===== config.mk =====
export PLATFORM = sky130hd
export DESIGN_NAME = fpu_issue_ctrl
export DESIGN_NICKNAME = d
export VERILOG_FILES = /design/src/rtl/fpu_issue_ctrl.sv
export SDC_FILE = /design/constraint.sdc
export NUM_CORES = 1
export LEC_CHECK = 0
export CAP_MARGIN = 20
export CORE_MARGIN = 3
export CORE_UTILIZATION = 46
export CTS_CLUSTER_DIAMETER = 120
export DETAILED_ROUTE_END_ITERATION = 10
export GPL_TIMING_DRIVEN = 0
export PLACE_DENSITY = 0.76
export SETUP_SLACK_MARGIN = 0.02
export SLEW_MARGIN = 20
export SYNTH_ARGS = -nofsm -noshare
export SYNTH_HDL_FRONTEND = slang
export SYNTH_SLANG_ARGS = --single-unit

===== constraint.sdc =====
create_clock -name clk -period 1.6 [get_ports clk]
set_input_delay 0.24 -clock clk [delete_from_list [all_inputs] [get_ports clk]]
set_output_delay 0.24 -clock clk [all_outputs]
set_load 0.01 [all_outputs]

===== src/rtl/fpu_issue_ctrl.sv =====
// Issue sequencer for the shared multi-cycle FPU: starts ops, stalls EX for L-1 cycles,
// flags completion one cycle later and aborts the op on flush. Stall cycles are counted for the CSR.
module fpu_issue_ctrl #(
  parameter int FPU_NUM_OPS = 5,
  parameter int SEL_W       = $clog2(FPU_NUM_OPS),
  parameter logic [SEL_W-1:0] FPU_ADD  = SEL_W'(0),
  parameter logic [SEL_W-1:0] FPU_MADD = SEL_W'(1),
  parameter logic [SEL_W-1:0] FPU_CVT  = SEL_W'(2),
  parameter int LAT_ADD  = 3,
  parameter int LAT_MADD = 4,
  parameter int LAT_CVT  = 2
) (
  input  logic             clk,
  input  logic             rst,
  input  logic             issue_valid,
  input  logic [SEL_W-1:0] issue_sel,
  input  logic             flush,
  input  logic             hold,
  output logic             fpu_start,
  output logic             fpu_en,
  output logic             fpu_done,
  output logic             ex_stall,
  output logic             busy,
  output logic [31:0]      stall_cnt
);

  typedef enum logic [1:0] {IDLE, BUSY, DONE} state_t;

  state_t     state;
  logic [2:0] cnt;
  logic [2:0] lat;
  logic       acc;

  always_comb begin
    lat = 3'd1;
    if (issue_sel == FPU_ADD)       lat = 3'(LAT_ADD);
    else if (issue_sel == FPU_MADD) lat = 3'(LAT_MADD);
    else if (issue_sel == FPU_CVT)  lat = 3'(LAT_CVT);
  end

  assign acc = (state == IDLE) && issue_valid && !flush && !hold;

  assign fpu_start = acc;
  assign fpu_en    = acc || (state == BUSY);
  assign fpu_done  = (acc && (lat == 3'd1)) || (state == DONE);
  assign ex_stall  = (acc && (lat != 3'd1)) || (state == BUSY);
  assign busy      = (state != IDLE);

  // cnt holds L-2; BUSY exits on cnt<=1 so the result lands in cycle T+L-1.
  // A 2-cycle op skips BUSY entirely: its only stall cycle is the accept cycle.
  always_ff @(posedge clk) begin
    if (rst) begin
      state     <= IDLE;
      cnt       <= 3'd0;
      stall_cnt <= 32'd0;
    end else begin
      if (ex_stall) stall_cnt <= stall_cnt + 32'd1;
      case (state)
        IDLE: begin
          if (acc && (lat != 3'd1)) begin
            cnt   <= lat - 3'd2;
            state <= (lat == 3'd2) ? DONE : BUSY;
          end
        end
        BUSY: begin
          if (flush)            state <= IDLE;
          else if (cnt <= 3'd1) state <= DONE;
          else                  cnt   <= cnt - 3'd1;
        end
        DONE: begin
          if (flush || !hold) state <= IDLE;
        end
        default: state <= IDLE;
      endcase
    end
  end

endmodule


==> results.cfg <==
[status]
status = complete, but fails checks
violations = negative setup slack

[global_route]
antenna_found_initial = 0
gr-total-overflow = 0
grt_usage_pct = 25.9
grt_max_degree = 12
grt_pass1_vias = 2259
grt_pass1_wl_mm = 11.0

[timing]
whs_ps = 450
tightestPinTransition_ps = 529
final.setup_skew_ps = 7.72
setup_violations = 28
period_share_pct = 111
max_freq_ghz = 0.562
min_period_ps = 1780
hold_viol_final = 0
timing.slew.headroom_pct = 64.7
finalWorstSetupSlack_ps = -178
rsz0062_at_grt = yes
timing.setup.tns_ps = -1860
slew_viol_final = 0

[yosys]
synth-compound-area-share_pct = 19.9
synth_top_family_by_area = simple AND/OR/NAND/NOR gates
syn-cell-area_um2 = 2090
syn_avg_cell_area_um2 = 8.57
synth_area_leader_cell = dfxtp_1
synthAdderAreaFrac_pct = 1.79
synthArstFlopShare_pct = 0
synth_cell_types = 45
synth_area_leaders = dfxtp_1 (35%), o31ai_1 (6.8%), or4_1 (6.8%), a21oi_1 (5.7%), mux2_2 (4.8%)
synth_flop_cell = dfxtp_1
synth_xor_area_share_pct = 0.837
netlist_instances = 244
synth_mux_area_share_pct = 5.32
ys_ff_latch = 37
synth_edf_count = 0
ys_seq_area_share_pct = 35.4
yosysWarnings = 0
synth_nets = 255
yosys.area_share.simple_pct = 30.9
synthDominantCellAreaShare_pct = 35.4

[detailed_routing]
drt_wl_total_mm = 7.69
drt_iter0_drc = 236
ant_nets = 0
vias_per_cell = 6.48
wl_per_cell_um = 19.8
dr.pass1.iters = 5
dr_total_vias = 2519
remaining_drc_errors = 0

[clocking]
h-tree-depth = 2
ctsHoldBuffers = 0
cts.sinks = 37
worstSkewPairLatency_ps = 300
cts_made_buffers = 5
clockBufferDepth = 2
cts-root-buf = clkbuf_8
clkTransAtPathRegs_ps = 80
cts_tree = done

[worst_setup_path]
path_class = reg -> reg
critPathArrivalTime_ps = 1960
endpoint_kind = register
r2r_start = stall_cnt[14]
cp-start-kind = register
crit_path_max_fanout = 7
setup.worst_path.start = stall_cnt[14]
cp_data_required_time_ps = 1780

[layout]
final_util_pct = 85.5
final_cell_mix = buf_4 (30), clkdlybuf4s50_1 (28), buf_6 (17)
n_antenna_cell = 0
fin_cells = 389
final_common_cell = buf_4
final_nets = 349
syn_to_final_growth_pct = 71.7
drive_above_1_share_pct = 47.2

[placed_design]
dp_cells = 337
dp_hpwl_mm = 3.66
pre_cts_ws_ps = -884
globalplace.congestion = 0.883
portBuffers = 43

[worst_hold_path]
min_path_type = in -> reg
hp-start = flush

[power_and_ir_drop]
p_leak_nw = 1.46
irDropWorstVdd_mv = 0.380
pwr_density_cell_nw_per_um2 = 492

[die]
die_w_um = 73.4
die_area_um2 = 5390
rows = 23
fp.dieH_um = 73.4
boundaryPins = 45
initial_utilization_pct = 49.8
core_um2 = 4200

[flow_run]
maxCapViolations = 0
## power by group
part	internal [mW]	total (mW)	switching, mW
combinational	0.0671	0.168	0.101
sequential	0.898	0.903	0.00504
clock	0.342	0.698	0.356
## area by class of cell
| class | instances | area, um2 |
|---|---|---|
| repair buffers | 87 | 832 |
| multi-input cells | 181 | 1580 |
| fillers | 214 | 611 |
| clock inverters | 2 | 8.76 |
| flip-flops and latches | 37 | 813 |
| clock buffers | 6 | 82.6 |
| inverters | 11 | 43.8 |
| plain buffers | 15 | 166 |
| well taps | 50 | 62.6 |
## critical path: stages, from the launching register on
cell,delay (ps)
dfxtp_4,390
and4_4,260
nand3_4,90
buf_8,140
buf_12,120
nor4_4,310
mux2_4,330
## synthesized netlist by cell type (2+ instances only)
cell type / instances
dfxtp_1: 37
a21oi_1: 24
o31ai_1: 19
or4_1: 19
nor2_1: 16
nand3_1: 13
inv_1: 11
nand2_1: 11
nand4_1: 10
nor4_1: 10
mux2_2: 9
nor2b_1: 9
clkbuf_1: 7
and4_1: 6
buf_2: 5
ha_1: 3
and3_1: 2
buf_6: 2
o211ai_1: 2
o21ai_0: 2
o22ai_1: 2
or3_1: 2
## layer usage
metal	vias to the layer above	part of all wire [%]	global-route usage [%]
met5	-	0	0
met4	0	2.7	8.45
met3	27	6.4	5.47
met2	126	48	40.1
met1	1237	43	35.9
li1	1129	-	-
## stage by stage
step	power, mW	cell area [um2]
floorplan	1.00	2260
global placement	1.06	2750
detailed placement	1.06	2750
CTS	1.74	3340
global route	1.82	3590
finish	1.77	3590
## kinds of logic (layout without fill, tap and decap cells)
kind of cell,count (synthesis),count (layout)
flip-flops,37,37
adder cells (fa/ha/maj),3,3
multiplexers,10,10
XOR/XNOR,2,2
buffers and inverters,26,121
AND/OR/NAND/NOR,106,106
AO/OA/AOI/OAI,60,60
## flip-flops by register name, summed over array words and instances, names as in the netlist
signal	flops
stall_cnt	32
cnt	3
state	2
## repair_timing
| action | in CTS | in global routing |
|---|---|---|
| setup endpoints to repair | 37 | 35 |
| gates resized for setup | 70 | 58 |
| pin swaps | 36 | 28 |
| gates cloned | 2 | 1 |
| buffers inserted | 34 | 7 |
## worst paths after layout
check	end	slack, ps	cells after the start
worst max-delay path	stall_cnt[23]	-180	6
worst min-delay path	state[1]	450	2
worst max register to register	stall_cnt[23]	-180	6
worst min register to register	stall_cnt[17]	500	2
Power figures use the tool's default switching activity.
